$ cat config.mk
export PLATFORM = sky130hd
export DESIGN_NAME = call_record_logger
export DESIGN_NICKNAME = d
export VERILOG_FILES = /design/src/rtl/billing_pkg.sv /design/src/rtl/bcd_sub11.sv /design/src/rtl/call_record_logger.sv
export SDC_FILE = /design/constraint.sdc
export NUM_CORES = 1
export LEC_CHECK = 0
export CORE_MARGIN = 1
export CORE_UTILIZATION = 45
export CTS_BUF_LIST = sky130_fd_sc_hd__clkbuf_8
export DETAILED_ROUTE_END_ITERATION = 6
export GPL_TIMING_DRIVEN = 0
export HOLD_SLACK_MARGIN = 0.1
export PLACE_DENSITY = 0.72
export SYNTH_ARGS = -nofsm -noshare
export SYNTH_HDL_FRONTEND = slang
export SYNTH_SLANG_ARGS = --single-unit
$ cat constraint.sdc
create_clock -name clk -period 10 [get_ports clk]
set_input_delay 1.5 -clock clk [delete_from_list [all_inputs] [get_ports clk]]
set_output_delay 1.5 -clock clk [all_outputs]
set_load 0.005 [all_outputs]
$ cat src/rtl/billing_pkg.sv
// Shared types and constants for the call-billing meter and its record logger.
package billing_pkg;

    localparam logic [1:0] TYPE_LOCAL = 2'b01;
    localparam logic [1:0] TYPE_LONG  = 2'b10;

    localparam int TIME_W  = 9;
    localparam int MONEY_W = 11;

    typedef enum logic [1:0] {
        ST_IDLE   = 2'd0,
        ST_ACTIVE = 2'd1,
        ST_CLOSE  = 2'd2
    } state_t;

    typedef struct packed {
        logic [1:0]         rtype;
        logic [TIME_W-1:0]  minutes;
        logic [MONEY_W-1:0] charge;
        logic               cut;
    } rec_t;

endpackage

$ cat src/rtl/bcd_sub11.sv
// 3-digit BCD subtractor (diff = a - b) with borrow-out; hundreds digit is 3 bits.
// Purely combinational, no latency and no flow control.
module bcd_sub11
    import billing_pkg::*;
(
    input  logic [MONEY_W-1:0] a,
    input  logic [MONEY_W-1:0] b,
    output logic [MONEY_W-1:0] diff,
    output logic               borrow
);

    logic [4:0] units;
    logic [4:0] tens;
    logic [3:0] hundreds;

    always_comb begin
        diff     = '0;
        units    = {1'b0, a[3:0]} - {1'b0, b[3:0]};
        diff[3:0] = units[4] ? (units[3:0] + 4'd10) : units[3:0];

        tens     = {1'b0, a[7:4]} - {1'b0, b[7:4]} - {4'b0, units[4]};
        diff[7:4] = tens[4] ? (tens[3:0] + 4'd10) : tens[3:0];

        // Hundreds is plain binary: a negative result just means the balance rose.
        hundreds   = {1'b0, a[10:8]} - {1'b0, b[10:8]} - {3'b0, tens[4]};
        diff[10:8] = hundreds[2:0];
        borrow     = hundreds[3];
    end

endmodule

$ cat src/rtl/call_record_logger.sv
// Builds one record per billed call and queues it in a show-ahead FIFO.
// Record pushed one cycle after calling drops; full FIFO drops the record and sets sticky overflow unless popped that cycle.
module call_record_logger
    import billing_pkg::*;
#(
    parameter int DEPTH = 8,
    parameter int AW    = 3
) (
    input  logic               clk,
    input  logic               rst,
    input  logic               calling,
    input  logic [1:0]         type_in,
    input  logic               write,
    input  logic               cut,
    input  logic [TIME_W-1:0]  meter_time,
    input  logic [MONEY_W-1:0] meter_money,
    input  logic               rd_en,
    output logic               rec_valid,
    output logic [1:0]         rec_type,
    output logic [TIME_W-1:0]  rec_minutes,
    output logic [MONEY_W-1:0] rec_charge,
    output logic               rec_cut,
    output logic [AW:0]        count,
    output logic               overflow
);

    localparam logic [AW:0] FULL_CNT = (AW+1)'(DEPTH);

    state_t             state;
    logic [1:0]         call_type;
    logic [MONEY_W-1:0] start_money;
    logic [MONEY_W-1:0] last_money;
    logic [TIME_W-1:0]  last_time;
    logic               min_seen;
    logic               cut_seen;

    logic [MONEY_W-1:0] diff;
    logic               borrow;
    rec_t               new_rec;

    rec_t               mem [DEPTH];
    logic [AW-1:0]      wr_ptr;
    logic [AW-1:0]      rd_ptr;
    logic [AW:0]        count_r;
    logic               full;
    logic               push;
    logic               push_ok;
    logic               pop;
    rec_t               head;

    always_ff @(posedge clk) begin
        if (rst) begin
            state       <= ST_IDLE;
            call_type   <= '0;
            start_money <= '0;
            last_money  <= '0;
            last_time   <= '0;
            min_seen    <= 1'b0;
            cut_seen    <= 1'b0;
        end else begin
            case (state)
                ST_IDLE: begin
                    if (calling) begin
                        start_money <= meter_money;
                        call_type   <= type_in;
                        last_time   <= '0;
                        last_money  <= '0;
                        min_seen    <= 1'b0;
                        cut_seen    <= 1'b0;
                        state       <= ST_ACTIVE;
                    end
                end
                ST_ACTIVE: begin
                    // Events on the cycle calling drops still belong to this call.
                    if (write) begin
                        last_time  <= meter_time;
                        last_money <= meter_money;
                        min_seen   <= 1'b1;
                    end
                    if (cut) begin
                        cut_seen <= 1'b1;
                    end
                    if (!calling) begin
                        state <= ST_CLOSE;
                    end
                end
                ST_CLOSE: begin
                    state <= ST_IDLE;
                end
                default: begin
                    state <= ST_IDLE;
                end
            endcase
        end
    end

    bcd_sub11 u_charge (
        .a      (start_money),
        .b      (last_money),
        .diff   (diff),
        .borrow (borrow)
    );

    always_comb begin
        new_rec         = '0;
        new_rec.rtype   = call_type;
        new_rec.minutes = last_time;
        new_rec.charge  = borrow ? '0 : diff;
        new_rec.cut     = cut_seen;
    end

    assign full    = (count_r == FULL_CNT);
    assign push    = (state == ST_CLOSE) && min_seen;
    assign pop     = rd_en && (count_r != '0);
    assign push_ok = push && (!full || pop);

    always_ff @(posedge clk) begin
        if (push_ok) begin
            mem[wr_ptr] <= new_rec;
        end
    end

    always_ff @(posedge clk) begin
        if (rst) begin
            wr_ptr   <= '0;
            rd_ptr   <= '0;
            count_r  <= '0;
            overflow <= 1'b0;
        end else begin
            if (push_ok) begin
                wr_ptr <= wr_ptr + 1'b1;
            end
            if (pop) begin
                rd_ptr <= rd_ptr + 1'b1;
            end
            case ({push_ok, pop})
                2'b10:   count_r <= count_r + 1'b1;
                2'b01:   count_r <= count_r - 1'b1;
                default: count_r <= count_r;
            endcase
            if (push && !push_ok) begin
                overflow <= 1'b1;
            end
        end
    end

    // Head is forced to zero when empty so stale entries never leak out.
    assign rec_valid   = (count_r != '0);
    assign head        = rec_valid ? mem[rd_ptr] : '0;
    assign rec_type    = head.rtype;
    assign rec_minutes = head.minutes;
    assign rec_charge  = head.charge;
    assign rec_cut     = head.cut;
    assign count       = count_r;

endmodule

## Word-level counts from Yosys, hierarchy flattened

Memory sizes are Yosys's and may differ from the RTL's. A register that Yosys moved wholly into a read port is not among the register bits.
Cells that the tools add are included.
Widths: inputs -> output; s select.

- Output and inout port bits: 29
- Bits in registers: 48
- Memories kept: 1
- Word-level logic and storage cells: 70
- Input port bits: 28
- Bits in writable memories: 184

- Add/sub/neg operators: 11
- Equality and inequality tests: 9
- Muxes and demuxes: 23
- Reductions and logical operators: 15

Memory list:

| memory | words | width | rd ports | clocked after memory_dff | wr ports | RTL line | source |
|---|---|---|---|---|---|---|---|
| mem | 8 | 23 | 1 | 1 | 1 | call_record_logger.sv:41 | `rec_t mem [DEPTH];` |

Operator list:

| cell | number |
|---|---|
| $mux 11 | 3 |
| $mux 23 | 1 |
| $pmux 11 s2 | 1 |
| $mux 9 | 2 |
| $pmux 9 s2 | 1 |
| $sub 4x4->5 | 2 |
| $add 4x4->4 const B | 2 |
| $mux 4 | 2 |
| $ne 2x2->1 const B | 4 |
| $pmux 4 s2 | 1 |
| $add 3x1->3 const B | 2 |
| $mux 3 | 2 |
| $reduce_and 3->1 | 2 |
| $mux 1 | 5 |
| $sub 5x1->5 | 1 |
| $add 4x1->4 const B | 1 |
| $eq 2x1->1 const B | 2 |
| $eq 2x2->1 const B | 2 |
| $eq 4x4->1 const B | 1 |
| $logic_and 1x1->1 | 4 |
| $mux 2 | 2 |
| $pmux 1 s2 | 2 |
| $pmux 2 s2 | 1 |
| $reduce_and 2->1 | 2 |
| other kinds (8) | 10 |

## Logic depth before layout (Yosys ltp)

Gate-level depths: netlist of the first run.

- Depth after elaboration: 6
- Mapped depth: 20
- Depth with buffers taken out: 20

## Hierarchy

Synthesis of the first run repeated with hierarchy kept, for this count alone.

- Cells, all modules: 601
- Area total of the unflattened synthesis: 9665.5 µm²

By module, submodules not included:

| module | instances | sequential area each (µm²) | cells each | area each (µm²) |
|---|---|---|---|---|
| call_record_logger | 1 | 6546.3 | 529 | 9049.9 |
| bcd_sub11 | 1 | 0.0 | 72 | 615.6 |

## Worst setup path before layout of the first run

Ideal clock, no wire load.

- Path kind: register to register
- Start point: register start_money[0]
- End point: memory mem[0][7] in the netlist's numbering, data pin
- Arrival time: 4.396 ns
- Path buffers: 1
- Required time: 9.736 ns
- Setup slack: 5.340 ns
- Cell stages (with the launch flop): 21
- Setup time: 0.264 ns
- Period minus slack after synthesis: 4.660 ns
- Cell sequence: dfxtp_1 > inv_1 > ha_1 > inv_2 > fa_1 > a21o_1 > a21o_1 > fa_1 > fa_1 > nand2b_1 > a21oi_1 > xnor2_1 > xnor2_1 > ha_1 > or2_1 > ha_1 > o21ai_1 > nand3b_1 > xnor2_1 > clkbuf_1 > nor3_1

RTL lines:

| element | RTL line | source |
|---|---|---|
| start, declared | call_record_logger.sv:31 | `logic [MONEY_W-1:0] start_money;` |
| start signal, assigned | call_record_logger.sv:64 | `start_money <= meter_money;` |
| end, declared | call_record_logger.sv:41 |  |

==> metrics.md, run 1 <==
| Metric | Value |
|---|---|
| Slew Viols, Final | `0` |
| Share of cells above drive strength 1 | `0.176` |
| Origin of the worst min-delay path | `start_money[7]` |
| Type of the worst min-delay path | `register to register` |
| I/O pins | `57` |
| Async set or reset register ratio after synthesis | `0` |
| Transition time of the tightest slew-check pin | `0.937 ns` |
| Antenna violations before repair | `0` |
| Min-Delay Path Depth | `2` |
| Vias in the first global route | `5606` |
| Worst R2R Path Depth | `19` |
| Final Cycle Share | `0.526` |
| Core Util, Final | `0.543` |
| Number of max-cap violations | `0` |
| N_diodes | `0` |
| Via Count | `5412` |
| Resized Gates After CTS | `0` |
| Maximum clock frequency | `0.190 GHz` |
| CP max stage cell | `nor3_1` |
| Reg2Reg Capture Point | `mem[4][7]` |
| Synth warn | `0` |
| Post-DRT Antenna Nets | `0` |
| Setup-failing EPs final | `0` |
| Vias per cell | `5.37` |
| CP Launch Type | `register` |
| First-pass DRT Iterations | `6` |
| First-pass GRT wire length | `30900 um` |
| Synth area leaders | `edfxtp_1 58%, mux4_2 11%, dfxtp_1 11%, mux2i_1 2.9%, nor2_1 2.8%` |
| Die footprint | `21900 um2` |
| Post-Place Cells | `942` |
| Peak supply drop | `0.124 mV` |
| Row count | `53` |
| Synthesized area | `9600 um2` |
| Leak | `3.79 nW` |
| Clk_skew | `0.0211 ns` |
| Synth area leader | `edfxtp_1` |
| Top_reg_cell synth | `edfxtp_1` |
| # DRC | `0` |
| Peak fanout along the critical path | `10` |
| Number of clock sinks | `235` |
| Cells after Synth | `597` |
| Detailed Place HPWL | `13100 um` |
| Slowest stage delay, CP | `0.67 ns` |
| TNS Setup | `0 ns` |
| Hold slack | `0.461 ns` |
| Synthesized flop and latch total | `235` |
| Routed WL per cell | `19.6 um` |
| Pwr Density | `216 nW/um2` |
| CP delay by family, top | `adder cells` |
| Top cell type's share of synthesized area | `0.576` |
| Tot Pwr | `0.00246 W` |
| DR iter-0 viols | `345` |
| Chip width | `148 um` |
| Area Overhead vs Synth | `18.5%` |
| GP Congestion | `0.801` |
| IO Port Bufs | `55` |
| Crit. End Element | `register` |
| Number of enable flip-flop cells after synthesis | `184` |
| Die Span Y | `148 um` |
| Synth Net Count | `651` |
| Reg2reg setup slack | `4.74 ns` |
| Register area share after synthesis | `0.682` |
| Grt ovf | `0` |
| Hold Vio Cnt, Final | `0` |
| Outcome | `completed` |
| Worst Path Required | `10.22 ns` |
| Drt total wl | `19700 um` |
| Final nets | `761` |
| Total track usage | `0.188` |
| Worst Path Arrival | `5.48 ns` |
| CTS H-tree depth | `2` |
| CTS tree | `yes` |
| Yosys cell types | `39` |
| Clock Root Buffer | `clkbuf_8` |
| Rel. slew slack | `0.374` |
| Non-Filler Instances | `1008` |
| CP bufs+invs | `2` |
| CP Class | `register to register` |
| Number of setup buffers added after CTS | `0` |
| Hold endpoint | `start_money[7]` |
| RSZ-0062 raised after global routing | `false` |
| Min cycle time layout | `5.26 ns` |
| CTS clk-pin slew, worst paths | `0.06 ns` |
| TritonCTS buffer count | `38` |
| Largest net degree at the start of global routing | `24` |
| Initial Util | `0.458` |
| CP cell instances | `ha_1 -> inv_2 -> fa_1 -> a21o_1 -> a21o_1 -> fa_1 -> fa_1 -> nand2b_1 -> a21oi_1 -> xnor2_1 -> xnor2_1 -> ha_1 -> or2_1 -> ha_1 -> o21ai_1 -> nand3b_1 -> xnor2_1 -> clkbuf_1 -> nor3_1` |
| Core Footprint | `21000 um2` |
| Crit Reg-Reg Startpoint | `last_money[0]` |
| # hold bufs at CTS | `0` |
| Syn_area_per_cell | `16.1 um2` |
| Worst skew pair latency | `0.52 ns` |
| CTS max path bufs | `3` |
==> Yosys cell counts, types with 10 or more instances <==
master,count
ha_1,21
dfxtp_1,51
edfxtp_1,184
mux4_2,46
a22oi_1,19
xor2_1,10
mux2i_1,28
nor2_1,72
nand2_1,34
xnor2_1,10
inv_1,18
clkbuf_1,19
a21oi_1,22
==> registers in the layout (all words and copies together), names as in the netlist, named ones only <==
name,cells
start_money,11
rd_ptr,3
cut_seen,1
call_type,2
last_money,11
overflow,1
last_time,9
min_seen,1
mem,184
wr_ptr,3
state,2
count,4
==> metrics by stage <==
step	worst slack (ns)	cell area, um2
detailed placement	4.75	10700
floorplan	5.34	9600
global route	4.33	11400
finish	4.74	11400
CTS	4.73	11400
global placement	3.11	10500
==> worst register-to-register path, cell delays in order (launching register included) <==
cell	delay (ns)
dfxtp_1	0.35
ha_1	0.16
inv_2	0.04
fa_1	0.39
a21o_1	0.19
a21o_1	0.25
fa_1	0.45
fa_1	0.41
nand2b_1	0.15
a21oi_1	0.27
xnor2_1	0.24
xnor2_1	0.12
ha_1	0.20
or2_1	0.24
ha_1	0.27
o21ai_1	0.08
nand3b_1	0.10
xnor2_1	0.16
clkbuf_1	0.22
nor3_1	0.67
==> layout make-up <==
type	instances	area [um2]
buffer	30	131
clock buffer	40	551
clock inverter	26	109
fill	1676	9580
inverter	20	75.1
multi-input combinational	312	2890
sequential	235	6550
tap	275	344
timing repair buffer	70	727
==> worst max-delay path by stage <==
stage	to	cells past startpoint	start
2_1_floorplan	mem[0][7]	20	start_money[0]
5_1_grt	mem[4][7]	20	start_money[0]
3_3_place_gp	mem[5][5]	5	rd_en
3_5_place_dp	mem[0][7]	20	start_money[0]
6_report	mem[4][7]	19	last_money[0]
4_1_cts	mem[4][7]	19	last_money[0]
==> per-layer routing <==
layer | wire [um] | global-route usage
met1 | 8650 | 0.252
met2 | 9570 | 0.307
met3 | 1140 | 0.0352
met4 | 376 | 0.0696
met5 | 0 | 0.00455
==> logic make-up after synthesis <==
| logic type | count (synthesis) | synth area share |
|---|---|---|
| buffers and inverters | 50 | 0.0215 |
| multiplexers | 75 | 0.138 |
| AND/OR/NAND/NOR | 136 | 0.0634 |
| adder cells (fa/ha/maj) | 26 | 0.0378 |
| AO/OA/AOI/OAI | 55 | 0.0387 |
| flip-flops | 235 | 0.682 |
| XOR/XNOR | 20 | 0.0182 |
==> layout by cell type, fill, tap and decap left out, types with 3 or more instances in the layout <==
cell	synthesis	final
nand2b_1	3	3
clkbuf_1	19	19
buf_2	7	7
nor3b_2	0	4
a21oi_1	22	22
clkinv_1	0	3
inv_1	18	36
clkdlybuf4s50_1	0	55
mux4_2	46	46
nor2_1	72	70
a22oi_1	19	19
fa_1	5	5
nand3b_1	3	3
clkinv_2	0	3
o21ai_0	3	3
dfxtp_1	51	51
nand2_1	34	34
or2_1	4	4
xor2_1	10	10
ha_1	21	21
edfxtp_1	184	184
xnor2_1	10	10
nor3_1	5	3
buf_6	0	13
mux2i_1	28	28
a21o_1	4	4
clkbuf_8	0	40
==> report_power, final <==
part	switching, W	internal, W
sequential	0.0000201	0.00110
clock	0.000358	0.000369
combinational	0.000306	0.000310
(Power assumes the default switching activity.)
==> run 2, diff against run 1 <==
Settings changed: PLACE_DENSITY 0.72 to 0.74.
Clock period 10 ns to 4.4 ns, I/O delays scaled along.
==> run 2 against run 1 <==
Compared with the run above:
- the run now ends with negative setup slack left
- combinational power rose by 140%
- maximum frequency rose by 19%
- flip-flop and latch count unchanged
- final cell count grew 0.50%
- die area unchanged
- critical path depth up 1
- largest power group unchanged
- critical path type unchanged
- clock skew fell by 0.0085 ns
- setup slack got worse by 4.7 ns
- utilization up 1.4 points
- cell area grew 2.6%
- hold slack hardly changed
==> metrics.md, run 2 (synthesis results as in run 1) <==
| Metric | Value |
|---|---|
| Reg2reg setup slack | `-0.002 ns (-4.74 ns)` |
| Type of the worst min-delay path | `register to register` |
| Number of clock sinks | `235 (unchanged)` |
| Drt total wl | `19800 um (+0.16%)` |
| Row count | `53 (unchanged)` |
| Rel. slew slack | `0.327 (-0.0467)` |
| DR iter-0 viols | `401 (+16%)` |
| TritonCTS buffer count | `38 (unchanged)` |
| CP Launch Type | `register` |
| Final Cycle Share | `1.00 (+0.475)` |
| Clock Root Buffer | `clkbuf_8` |
| # hold bufs at CTS | `0 (unchanged)` |
| Core Util, Final | `0.557 (+0.0141)` |
| CP Class | `register to register` |
| Grt ovf | `0 (unchanged)` |
| GP Congestion | `0.805 (+0.46%)` |
| Outcome | `finished, violations left` |
| IO Port Bufs | `55 (unchanged)` |
| First-pass DRT Iterations | `5 (-1)` |
| Core Footprint | `21000 um2 (unchanged)` |
| Pwr Density | `504 nW/um2 (+130%)` |
| Most flops, register | `mem` |
| Worst skew pair latency | `0.52 ns (about the same)` |
| Crit. End Element | `register` |
| Slew Viols, Final | `0 (unchanged)` |
| Commonest cells after routing, fill and taps aside | `184 x edfxtp_1, 62 x nor2_1, 55 x clkdlybuf4s50_1` |
| Number of max-cap violations | `0 (unchanged)` |
| Met2 GRT Util | `0.307 (about the same)` |
| Routed WL per cell | `19.5 um (-0.34%)` |
| CTS max path bufs | `3 (unchanged)` |
| Vias in the first global route | `5776 (+3.0%)` |
| Placement Setup Slack | `-0.593 ns (-5.35 ns)` |
| CTS clk-pin slew, worst paths | `0.06 ns (about the same)` |
| Min cycle time layout | `4.40 ns (-0.857 ns)` |
| Initial Util | `0.458 (unchanged)` |
| Transition time of the tightest slew-check pin | `1.00 ns (+0.0667 ns)` |
| Max reg flops | `184 (unchanged)` |
| Hold Vio Cnt, Final | `0 (unchanged)` |
| Die Span Y | `148 um (unchanged)` |
| Antenna violations before repair | `0 (unchanged)` |
| Failing checks | `negative setup slack` |
| Peak fanout along the critical path | `8 (-2)` |
| Total track usage | `0.189 (+0.000778)` |
| Most common cell after layout, fill and taps aside | `edfxtp_1` |
| Leak | `3.87 nW (+2.2%)` |
| Largest net degree at the start of global routing | `24 (unchanged)` |
| First-pass GRT wire length | `31200 um (+0.85%)` |
| Maximum clock frequency | `0.227 GHz (+19%)` |
| N_diodes | `0 (unchanged)` |
| Final Worst Setup Slack | `-0.00225 ns (-4.74 ns)` |
| Detailed Place HPWL | `13000 um (-0.50%)` |
| Busiest grt layer | `met2` |
| Clk_skew | `0.0126 ns (-0.00846 ns)` |
| Chip width | `148 um (unchanged)` |
| Final nets | `764 (+0.39%)` |
| Post-DRT Antenna Nets | `0 (unchanged)` |
| Vias per cell | `5.39 (+0.33%)` |
| Met3 GRT Util | `0.0333 (-0.00185)` |
| CTS H-tree depth | `2 (unchanged)` |
| Peak supply drop | `0.304 mV (+150%)` |
| Biggest regs | `mem (184), last_money (11), start_money (11)` |
| # DRC | `0 (unchanged)` |
| Fillers | `1686 (+0.60%)` |
| Worst Path Required | `4.65 ns (-5.57 ns)` |
| RSZ-0062 raised after global routing | `true` |
| Setup-failing EPs final | `1 (+1)` |
| Worst Path Arrival | `4.65 ns (-0.83 ns)` |
| Via Count | `5457 (+0.83%)` |
| I/O pins | `57 (unchanged)` |
| Area Overhead vs Synth | `21.6%` |
| Die footprint | `21900 um2 (unchanged)` |
| CTS tree | `yes` |
| Share of cells above drive strength 1 | `0.220 (+0.0435)` |
| Met1 Track Usage GR | `0.258 (+0.00600)` |
run 2: cell count changes in the layout (fill, tap and decap cells not counted), sizes merged:
cell	change
inv	-3
buf	+2
clkinvlp	-1
bufinv	+3
clkinv	+3
clkbuf	+1
run 2: cell type report:
type | instances | area, um2 | area share
inverters | 20 | 75.1 | 0.00643
repair buffers | 73 | 748 | 0.0641
clock buffers | 40 | 551 | 0.0472
well taps | 275 | 344 | 0.0295
multi-input cells | 312 | 3060 | 0.263
clock inverters | 28 | 196 | 0.0168
flip-flops and latches | 235 | 6550 | 0.561
plain buffers | 30 | 141 | 0.0121
run 2: layer usage:
layer | share of wire | up-vias
met5 | 0 | -
met4 | 0.017 | 0
met3 | 0.064 | 27
met2 | 0.49 | 183
met1 | 0.43 | 2769
li1 | - | 2478
run 2: path summary, 6_finish.rpt:
| kind | to | depth (start not counted) | start |
|---|---|---|---|
| max | mem[6][4] | 20 | start_money[0] |
| min | start_money[2] | 2 | start_money[2] |
| max reg2reg | mem[6][4] | 20 | start_money[0] |
| min reg2reg | start_money[2] | 2 | start_money[2] |
run 2: report_power, final:
part           switching, W  internal [W]
Sequential        0.0000469       0.00249
Combinational      0.000737      0.000764
Clock              0.000821       0.00102
run 2: critical path, cell delays in order, from the launching register on:
cell and delay (ns):
dfxtp_2 0.33, inv_2 0.06, ha_4 0.12, inv_2 0.04
fa_2 0.33, a21o_1 0.19, a21o_4 0.21, fa_2 0.37
fa_2 0.37, nand2b_4 0.16, a21oi_4 0.16, xnor2_2 0.15
xnor2_1 0.10, ha_2 0.18, or2_1 0.21, ha_1 0.27
o21ai_1 0.08, nand3b_1 0.13, xnor2_2 0.30, nor2_1 0.08
mux2_4 0.31
run 2: what timing repair did:
item                                    CTS  global route
gates resized for setup                  36             3
endpoints found under the setup margin   88            88
gates cloned                              1             0
buffers inserted                          3             2
pin swaps                                22            13
run 2: metrics by stage:
step           instances  TNS (ns)  power (W)  hold slack [ns]  instance area (um2)
3_3_place_gp         927   -208.52    0.00397            0.447                10500
3_5_place_dp         939    -42.88    0.00401            0.452                10700
2_1_floorplan        597   -0.0412    0.00344            0.436                 9620
4_1_cts             1011     -4.19    0.00592            0.463                11600
6_report            1013  -0.00225    0.00588            0.461                11700
5_1_grt             1013     -9.80    0.00615            0.481                11700
==> run 3, diff against run 2 <==
Settings changed: TNS_END_PERCENT set to 1.
==> run 3 against run 2 <==
Compared with the run above:
- non-clock buffer count did not move
- die area did not move
- the run still ends with negative setup slack left
- via count rose by 0.55%
- routed wire length fell by 0.36%
- combinational power barely moved
- setup slack got worse by 0.013 ns
- total power barely moved
- clock skew barely moved
==> metrics.md, run 3 (synthesis results as in run 1) <==
| Metric | Value |
|---|---|
| Outcome | `finished, violations left` |
| Failing checks | `negative setup slack` |
| Number of max-cap violations | `0 (unchanged)` |
| Share of cells above drive strength 1 | `0.220 (unchanged)` |
| Worst skew pair latency | `0.52 ns (about the same)` |
| Routed WL per cell | `19.4 um (-0.36%)` |
| Fillers | `1690 (+0.24%)` |
| Grt ovf | `0 (unchanged)` |
| Detailed Place HPWL | `13000 um (unchanged)` |
| First-pass GRT wire length | `31200 um (+0.20%)` |
| N_diodes | `0 (unchanged)` |
| Multi-input gate area | `3050 um2 (-0.33%)` |
| Hold Vio Cnt, Final | `0 (unchanged)` |
| DR iter-0 viols | `374 (-6.7%)` |
| Transition time of the tightest slew-check pin | `1.01 ns (+0.0103 ns)` |
| Peak fanout along the critical path | `8 (unchanged)` |
| CP bufs+invs | `2 (unchanged)` |
| CTS H-tree depth | `2 (unchanged)` |
| Most common cell after layout, fill and taps aside | `edfxtp_1` |
| RSZ-0062 raised after global routing | `true` |
| Critical Path Most Common Cell | `fa_2` |
| Worst Path Required | `4.65 ns (about the same)` |
| I/O pins | `57 (unchanged)` |
| Type of the worst min-delay path | `register to register` |
| IO Port Bufs | `55 (unchanged)` |
| Clk_skew | `0.0124 ns (-0.000213 ns)` |
| Core Footprint | `21000 um2 (unchanged)` |
| TritonCTS buffer count | `38 (unchanged)` |
| Setup-failing EPs final | `8 (+7)` |
| GP Congestion | `0.805 (unchanged)` |
| CTS tree | `yes` |
| Leak | `3.87 nW (about the same)` |
| Placed inst area | `10700 um2 (unchanged)` |
| CTS max path bufs | `3 (unchanged)` |
| Final Worst Setup Slack | `-0.0150 ns (-0.0127 ns)` |
| # DRC | `0 (unchanged)` |
| Origin of the worst min-delay path | `start_money[2]` |
| CP delay by family, top | `adder cells` |
| First-pass DRT Iterations | `4 (-1)` |
| # hold bufs at CTS | `0 (unchanged)` |
| FF+latch area | `6550 um2 (unchanged)` |
| Worst Path Arrival | `4.67 ns (+0.02 ns)` |
| Slew Viols, Final | `0 (unchanged)` |
| Maximum clock frequency | `0.227 GHz (-0.29%)` |
| CP Class | `register to register` |
| Max reg flops | `184 (unchanged)` |
| Largest net degree at the start of global routing | `24 (unchanged)` |
| Drt total wl | `19700 um (-0.36%)` |
| Commonest cells after routing, fill and taps aside | `184 x edfxtp_1, 62 x nor2_1, 55 x clkdlybuf4s50_1` |
| Vias per cell | `5.42 (+0.55%)` |
| Crit. End Element | `register` |
| Vias in the first global route | `5782 (+0.10%)` |
| Slowest stage delay, CP | `0.37 ns (about the same)` |
| Worst setup startpoint | `start_money[0]` |
| Final Cycle Share | `1.00 (+0.00289)` |
| CTS clk-pin slew, worst paths | `0.06 ns (about the same)` |
| Biggest regs | `mem (184), last_money (11), start_money (11)` |
| Area Overhead vs Synth | `21.4%` |
| Most flops, register | `mem` |
| Via Count | `5487 (+0.55%)` |
| Rel. slew slack | `0.320 (-0.00693)` |
| Post-Place Cells | `939 (unchanged)` |
| Initial Util | `0.458 (unchanged)` |
| Clock Root Buffer | `clkbuf_8` |
| Chip width | `148 um (unchanged)` |
| Post-Layout Inst Area | `11700 um2 (-0.12%)` |
| Antenna violations before repair | `0 (unchanged)` |
| Die Span Y | `148 um (unchanged)` |
| Non-Filler Instances | `1013 (unchanged)` |
| Final nets | `764 (unchanged)` |
| Crit Reg-Reg Startpoint | `start_money[0]` |
| Post-DRT Antenna Nets | `0 (unchanged)` |
| Pwr Density | `505 nW/um2 (about the same)` |
| Peak supply drop | `0.305 mV (+0.52%)` |
| Total track usage | `0.190 (+0.000615)` |
| Die footprint | `21900 um2 (unchanged)` |
| CP Launch Type | `register` |
| Row count | `53 (unchanged)` |
| Number of clock sinks | `235 (unchanged)` |
| CP max stage cell | `fa_2` |
| CP cell instances | `inv_2 -> ha_4 -> inv_2 -> fa_2 -> a21o_1 -> a21o_4 -> fa_2 -> fa_2 -> nand2b_4 -> a21oi_4 -> xnor2_2 -> xnor2_1 -> ha_2 -> or2_1 -> ha_1 -> o21ai_1 -> nand3b_1 -> xnor2_2 -> nor2_1 -> mux2_4` |
| Min cycle time layout | `4.41 ns (+0.0127 ns)` |
[run 3: changes by cell type in the layout (fill, tap and decap cells not counted)]
cell and delta:
nor2_4 -2, buf_4 +1, buf_6 -1, nor2_2 +2
[run 3: worst reg2reg max path, stage by stage, from the launching register on]
cell and delay, ns:
dfxtp_2 0.33, inv_2 0.06, ha_4 0.12, inv_2 0.04
fa_2 0.33, a21o_1 0.20, a21o_4 0.21, fa_2 0.37
fa_2 0.37, nand2b_4 0.16, a21oi_4 0.15, xnor2_2 0.16
xnor2_1 0.11, ha_2 0.18, or2_1 0.21, ha_1 0.28
o21ai_1 0.08, nand3b_1 0.13, xnor2_2 0.30, nor2_1 0.08
mux2_4 0.31
[run 3: metal layers]
layer / share of wire / vias up / GRT usage
li1: - / 2475 / -
met1: 0.43 / 2796 / 0.259
met2: 0.49 / 184 / 0.306
met3: 0.060 / 32 / 0.0340
met4: 0.019 / 0 / 0.0680
met5: 0 / - / 0
[run 3: final cells by class]
cell class | count | area share
flip-flops and latches | 235 | 0.562
multi-input cells | 312 | 0.262
repair buffers | 73 | 0.0639
clock buffers | 40 | 0.0472
well taps | 275 | 0.0295
clock inverters | 28 | 0.0169
plain buffers | 30 | 0.0121
inverters | 20 | 0.00644
[run 3: worst paths after layout]
path               endpoint  cells past startpoint  slack (ns)
min          start_money[2]                      2        0.46
max               mem[6][4]                     20       -0.01
min reg2reg  start_money[2]                      2        0.46
max reg2reg       mem[6][4]                     20       -0.01
[run 3: timing repair]
action / CTS / global route
gates cloned: 1 / 0
gates resized for setup: 33 / 3
endpoints found under the setup margin: 88 / 88
buffers inserted: 3 / 2
pin swaps: 20 / 13
[run 3: through the flow]
stage	utilization	power, W	worst slack [ns]	TNS, ns	hold WS, ns
3_5_place_dp	0.511	0.00401	-0.593	-42.88	0.452
5_1_grt	0.556	0.00614	-0.159	-10.05	0.481
2_1_floorplan	-	0.00344	-0.00315	-0.0412	0.436
6_report	0.556	0.00588	-0.0150	-0.0915	0.461
4_1_cts	0.554	0.00591	-0.118	-4.01	0.463
3_3_place_gp	0.502	0.00397	-1.46	-208.52	0.447
[run 3: power breakdown]
part	switching [W]	internal, W	leakage [nW]
Clock	0.000821	0.00102	0.434
Combinational	0.000737	0.000760	1.35
Sequential	0.0000474	0.00249	2.08
